## src/rtl/multicycle_ctrl.sv

```systemverilog
// multicycle_ctrl: main control FSM of the multi-cycle RV32I core.
// Sequences FETCH -> DECODE -> EXECUTE -> (MEM) -> (WB) and drives the
// datapath controls. Illegal opcodes and memory timeouts park the FSM in TRAP
// until reset.
// Ports:
//   clk, rst             clock, synchronous active-high reset
//   opcode               instr[6:0] from the IR (valid from DECODE onward)
//   alu_zero             ALU zero flag (EXECUTE)
//   imem_ready/dmem_ready  memory handshake returns
//   imem_req, dmem_req, dmem_we        memory requests
//   ir_write, pc_write, pc_src         IR / PC update controls
//   alu_op, alu_src_a, alu_src_b       ALU class code and operand selects
//   reg_write, wb_sel                  register file write-back controls
//   trap, trap_cause                   sticky trap flag and its cause
module multicycle_ctrl #(
  parameter int unsigned MEM_TIMEOUT = 15,
  parameter int unsigned CNT_W       = 8
) (
  input  logic       clk,
  input  logic       rst,
  input  logic [6:0] opcode,
  input  logic       alu_zero,
  input  logic       imem_ready,
  input  logic       dmem_ready,
  output logic       imem_req,
  output logic       dmem_req,
  output logic       dmem_we,
  output logic       ir_write,
  output logic       pc_write,
  output logic [1:0] pc_src,
  output logic [2:0] alu_op,
  output logic [1:0] alu_src_a,
  output logic       alu_src_b,
  output logic       reg_write,
  output logic [1:0] wb_sel,
  output logic       trap,
  output logic       trap_cause
);

  localparam logic [6:0] OP_R      = 7'b0110011;
  localparam logic [6:0] OP_I      = 7'b0010011;
  localparam logic [6:0] OP_LOAD   = 7'b0000011;
  localparam logic [6:0] OP_STORE  = 7'b0100011;
  localparam logic [6:0] OP_BRANCH = 7'b1100011;
  localparam logic [6:0] OP_AUIPC  = 7'b0010111;
  localparam logic [6:0] OP_LUI    = 7'b0110111;
  localparam logic [6:0] OP_JAL    = 7'b1101111;
  localparam logic [6:0] OP_JALR   = 7'b1100111;

  localparam logic [CNT_W-1:0] CNT_MAX = CNT_W'(MEM_TIMEOUT);

  typedef enum logic [2:0] {
    S_FETCH,
    S_DECODE,
    S_EXECUTE,
    S_MEM,
    S_WB,
    S_TRAP
  } state_e;

  state_e           state_q, state_d;
  logic [CNT_W-1:0] cnt_q, cnt_d;
  logic [6:0]       opc_q, opc_d;
  logic             cause_q, cause_d;

  // Per-class controls decoded from the opcode latched in DECODE
  logic       opc_legal;
  logic [2:0] cls_op;
  logic [1:0] cls_a;
  logic       cls_b;
  logic       is_load, is_store, is_branch, is_jump;

  // Legality is judged on the live IR opcode during DECODE
  always_comb begin
    opc_legal = 1'b0;
    case (opcode)
      OP_R, OP_I, OP_LOAD, OP_STORE, OP_BRANCH,
      OP_AUIPC, OP_LUI, OP_JAL, OP_JALR: opc_legal = 1'b1;
      default: opc_legal = 1'b0;
    endcase
  end

  // Class decode of the latched opcode
  always_comb begin
    cls_op    = 3'b000;
    cls_a     = 2'b00;
    cls_b     = 1'b0;
    is_load   = 1'b0;
    is_store  = 1'b0;
    is_branch = 1'b0;
    is_jump   = 1'b0;
    case (opc_q)
      OP_I:      begin cls_op = 3'b001; cls_b = 1'b1; end
      OP_LOAD:   begin cls_op = 3'b110; cls_b = 1'b1; is_load = 1'b1; end
      OP_STORE:  begin cls_op = 3'b010; cls_b = 1'b1; is_store = 1'b1; end
      OP_BRANCH: begin cls_op = 3'b011; is_branch = 1'b1; end
      OP_AUIPC:  begin cls_op = 3'b100; cls_a = 2'b01; cls_b = 1'b1; end
      OP_LUI:    begin cls_op = 3'b100; cls_a = 2'b10; cls_b = 1'b1; end
      OP_JAL:    begin cls_op = 3'b101; cls_a = 2'b01; cls_b = 1'b1; is_jump = 1'b1; end
      OP_JALR:   begin cls_op = 3'b111; cls_b = 1'b1; is_jump = 1'b1; end
      default:   cls_op = 3'b000;
    endcase
  end

  // State, wait counter, latched opcode and trap cause
  always_ff @(posedge clk) begin
    if (rst) begin
      state_q <= S_FETCH;
      cnt_q   <= '0;
      opc_q   <= '0;
      cause_q <= 1'b0;
    end else begin
      state_q <= state_d;
      cnt_q   <= cnt_d;
      opc_q   <= opc_d;
      cause_q <= cause_d;
    end
  end

  // Next state and Moore outputs (ready / alu_zero gate a few enables)
  always_comb begin
    state_d    = state_q;
    cnt_d      = '0;        // cleared unless a wait is in progress
    opc_d      = opc_q;
    cause_d    = cause_q;
    imem_req   = 1'b0;
    dmem_req   = 1'b0;
    dmem_we    = 1'b0;
    ir_write   = 1'b0;
    pc_write   = 1'b0;
    pc_src     = 2'b00;
    alu_op     = 3'b000;
    alu_src_a  = 2'b00;
    alu_src_b  = 1'b0;
    reg_write  = 1'b0;
    wb_sel     = 2'b00;
    trap       = 1'b0;
    trap_cause = cause_q;

    case (state_q)
      S_FETCH: begin
        imem_req = 1'b1;
        if (imem_ready) begin
          ir_write = 1'b1;
          pc_write = 1'b1;
          state_d  = S_DECODE;
        end else if (cnt_q == CNT_MAX) begin
          state_d = S_TRAP;
          cause_d = 1'b1;
        end else begin
          cnt_d = cnt_q + CNT_W'(1);
        end
      end
      S_DECODE: begin
        opc_d = opcode;
        if (opc_legal) begin
          state_d = S_EXECUTE;
        end else begin
          state_d = S_TRAP;
          cause_d = 1'b0;
        end
      end
      S_EXECUTE: begin
        alu_op    = cls_op;
        alu_src_a = cls_a;
        alu_src_b = cls_b;
        if (is_branch) begin
          pc_write = alu_zero;
          pc_src   = 2'b10;
          state_d  = S_FETCH;
        end else if (is_jump) begin
          pc_write = 1'b1;
          pc_src   = 2'b01;
          state_d  = S_WB;
        end else if (is_load || is_store) begin
          state_d = S_MEM;
        end else begin
          state_d = S_WB;
        end
      end
      S_MEM: begin
        alu_op    = cls_op;
        alu_src_a = cls_a;
        alu_src_b = cls_b;
        dmem_req  = 1'b1;
        dmem_we   = is_store;
        // Ready in the same cycle as the timeout count wins
        if (dmem_ready) begin
          state_d = is_store ? S_FETCH : S_WB;
        end else if (cnt_q == CNT_MAX) begin
          state_d = S_TRAP;
          cause_d = 1'b1;
        end else begin
          cnt_d = cnt_q + CNT_W'(1);
        end
      end
      S_WB: begin
        alu_op    = cls_op;
        alu_src_a = cls_a;
        alu_src_b = cls_b;
        reg_write = 1'b1;
        wb_sel    = is_load ? 2'b01 : (is_jump ? 2'b10 : 2'b00);
        state_d   = S_FETCH;
      end
      S_TRAP: begin
        trap = 1'b1;
      end
      default: state_d = S_FETCH;
    endcase

    // While reset is asserted nothing is requested or written
    if (rst) begin
      imem_req   = 1'b0;
      dmem_req   = 1'b0;
      dmem_we    = 1'b0;
      ir_write   = 1'b0;
      pc_write   = 1'b0;
      pc_src     = 2'b00;
      alu_op     = 3'b000;
      alu_src_a  = 2'b00;
      alu_src_b  = 1'b0;
      reg_write  = 1'b0;
      wb_sel     = 2'b00;
      trap       = 1'b0;
      trap_cause = 1'b0;
    end
  end

endmodule

```

## config.mk

```make
export PLATFORM = sky130hd
export DESIGN_NAME = multicycle_ctrl
export DESIGN_NICKNAME = d
export VERILOG_FILES = /design/src/rtl/multicycle_ctrl.sv
export SDC_FILE = /design/constraint.sdc
export NUM_CORES = 1
export LEC_CHECK = 0
export BUFFER_PORTS_ARGS = -buffer_cell sky130_fd_sc_hd__buf_4
export CORE_ASPECT_RATIO = 1.25
export CORE_MARGIN = 2
export CORE_UTILIZATION = 46
export CTS_CLUSTER_SIZE = 14
export DETAILED_ROUTE_END_ITERATION = 8
export GPL_ROUTABILITY_DRIVEN = 1
export HOLD_SLACK_MARGIN = 0.06
export PLACE_DENSITY = 0.85
export SLEW_MARGIN = 40
export SYNTH_ARGS = -nofsm -noshare
export SYNTH_HDL_FRONTEND = slang
export SYNTH_SLANG_ARGS = --single-unit
```

## constraint.sdc

```tcl
create_clock -name clk -period 1.55 [get_ports clk]
set_input_delay 0.155 -clock clk [delete_from_list [all_inputs] [get_ports clk]]
set_output_delay 0.155 -clock clk [all_outputs]
set_load 0.05 [all_outputs]
```

==> results.md <==
- Die H: 59.81 um
- CTS hold repair buffers: 0
- Ports: 30
- Synth Cell Area: 1146 um2
- Hold Crit Class: in2reg
- Fillcell total: 78
- Leakage: 0.9708 nW
- Number of flops mapped to enable cells by yosys: 0
- Core area: 2402 um2
- Final setup fails: 23
- Period utilisation layout: 135.7%
- Top FF cell, synth: dfxtp_1
- Root buffer cell: clkbuf_4
- Cts bufs inserted: 3
- Port Buffer Count: 29
- Vias in the first global route: 1451
- Fin Setup TNS: -5.848 ns
- #FFs+latches synth: 19
- FP Rows: 20
- Effective utilization at floorplan: 47.71%
- Max rail drop VDD: 0.8496 mV
- Final wirelength: 5816 um
- Violated checks: setup timing
- Final antenna diode count: 0
- Share of layout cells above drive strength 1: 64.71%
- Multiplexer share of the synthesized area: 5.240%
- Worst hold path startpoint: opcode[1]
- TritonCTS clock tree: done
- Syn Nets: 168
- Simple-gate share of the synthesized area: 35.59%
- Setup Skew: 0.001152 ns
- Flop-to-flop setup slack: -0.17 ns
- Drt pass-1 iters: 5
- CTS max path bufs: 2
- Vias/cell: 6.280
- Final worst slack: -0.5539 ns
- Synth Instances: 155
- Fin nets: 235
- Launching point of the worst reg2reg path: opc_q[6]
- Post-synthesis cell type count: 40
- Die Width: 48.65 um
- Hold violation count in the final report: 0
- Crit path kind: reg2out
- DR iter-0 viols: 95
- Synth Area in Compound Gates: 14.41%
- Routed via count: 1595
- Status: finished, violations left
- Area grow syn2layout: 94.65%
- H-tree depth: 1
- Drt wl/cell: 22.90 um
- CTS Sinks: 19
- Async SR Flop Fraction: 0%
- Reg2Reg Capture Point: state_q[2]
- Min Hold Slack: 0.1072 ns
- Commonest non-fill, non-tap cell in the layout: buf_4
- Commonest non-fill, non-tap cells in the layout: buf_4, buf_6, nor2_1
- Placer Congestion: 0.8379
- Worst-margin pin slew: 0.5130 ns
- Max_cap viols: 0
- Finished Layout Cells: 254
- Sequential area share after synthesis: 33.19%
- Final ANT Viol Nets: 0
- Data required, critical path: 1.39 ns
- Synth Area per Inst: 7.394 um2
- Min-Delay Endpoint: opc_q[1]
- Ys Warns: 0
- Initial antenna violation count: 0
- First-pass GRT wire length: 6624 um
- Die area: 2909 um2
- Path depth of the worst reg2reg path: 8
- Cell Pwr Density: 712.9 nW/um2
- Clock latency on the worst-skew pair: 0.31 ns
- Placed cells: 237
- RSZ-0062 raised after global routing: true
- Crit path max fanout: 3
- Worst Path Arrival: 1.95 ns
- Total congestion overflow: 0
- Final max-slew violation count: 0
- Critical Path Source Type: flip-flop
- Dpl hpwl: 2628 um
- All-Layer GR Usage: 29.50%
- Hold depth: 3
- CP startpoint: opc_q[6]
- Post-Synth Adder-Cell Area: 1.965%
- Worst-path clk slew: 0.11 ns
- Fmax: 475.3 MHz
- Remaining routing DRC violations: 0
- Pwr Total: 0.001590 W
- Largest net degree at the start of global routing: 17
- Kind of end point of the critical path: output port
- Relative slew margins: 65.72%
- Largest family of logic cells by synthesized area: simple AND/OR/NAND/NOR gates
- Post-Synth XOR/XNOR Area: 4.585%
- Post-layout min period: 2.104 ns
==> logic make-up after synthesis <==
group / Yosys count
mux: 6
buf+inv: 15
fa+ha+maj: 2
compound gates: 25
xor+xnor: 6
simple gates: 82
flops: 19
==> critical path, cell delays in order, from the launching register on <==
cell and delay [ns]:
dfxtp_2 0.36, buf_4 0.11, buf_6 0.10, inv_4 0.04, or3_4 0.40, a21oi_2 0.15, a31oi_2 0.08, nor3_4 0.19
buf_6 0.19
==> cell usage after synthesis, drive strengths merged, types with 2 or more instances <==
cell    count  area share [%]
or3         2             1.1
o211ai      2             1.7
nor3       11             4.8
inv         7             2.3
or4         4             3.3
nand2      10             3.3
mux2i       6             5.2
nor2       32              10
nand3       5             2.2
dfxtp      19              33
and3        4             2.3
clkbuf      7             2.3
nand2b      2             1.1
nor4        2             1.1
o21ai       4             1.7
xnor2       4             3.1
a21boi      2             1.3
a21oi       8             3.5
nor2b       5             2.7
xor2        2             1.5
==> cell type report <==
cell class              count  area, um2  area share (%)
well taps                  33      41.29           1.851
inverters                   7      28.78           1.290
clock buffers               4      26.28           1.178
repair buffers             70      653.1           29.28
multi-input cells         121       1079           48.35
flip-flops and latches     19      402.9           18.06
==> registers in the layout, indices dropped and copies added, names as in the netlist <==
name     count
opc_q        7
cnt_q        8
cause_q      1
state_q      3
==> power by group <==
part / total (W) / switching (W) / internal (W)
registers: 0.000595 / 0.0000601 / 0.000534
logic: 0.000729 / 0.000401 / 0.000328
clock network: 0.000266 / 0.000166 / 0.000101
total: 0.00159 / 0.000627 / 0.000963
==> how the worst max path moves through the flow <==
stage / to / slack, ns / cells after the start
final: alu_op[0] / -0.55 / 8
after global routing: alu_op[0] / -0.57 / 8
after CTS: wb_sel[0] / -0.38 / 4
after detailed placement: alu_op[2] / -0.09 / 5
after global placement: alu_op[2] / -0.08 / 5
after floorplan: wb_sel[0] / -0.15 / 2
==> layer usage <==
layer,vias up,GRT usage [%],part of all wire [%]
met1,735,30.12,36
met5,-,0,0
li1,678,-,-
met3,37,5.750,10
met4,0,17.14,5.1
met2,145,56.36,48
==> stage by stage <==
| stage | setup WS (ns) | cell area (um2) | utilization, % |
|---|---|---|---|
| after floorplan | -0.1529 | 1359 | - |
| after global placement | -0.07623 | 1762 | 73.33 |
| after detailed placement | -0.08587 | 1762 | 73.33 |
| after CTS | -0.3809 | 1946 | 80.99 |
| after global routing | -0.5663 | 2231 | 92.86 |
| final | -0.5539 | 2231 | 92.86 |
==> what timing repair did <==
action	CTS	global route
pin swaps	7	21
gates resized for setup	35	58
setup buffers	5	9
setup endpoints to repair	24	33
(Power assumes the default switching activity.)
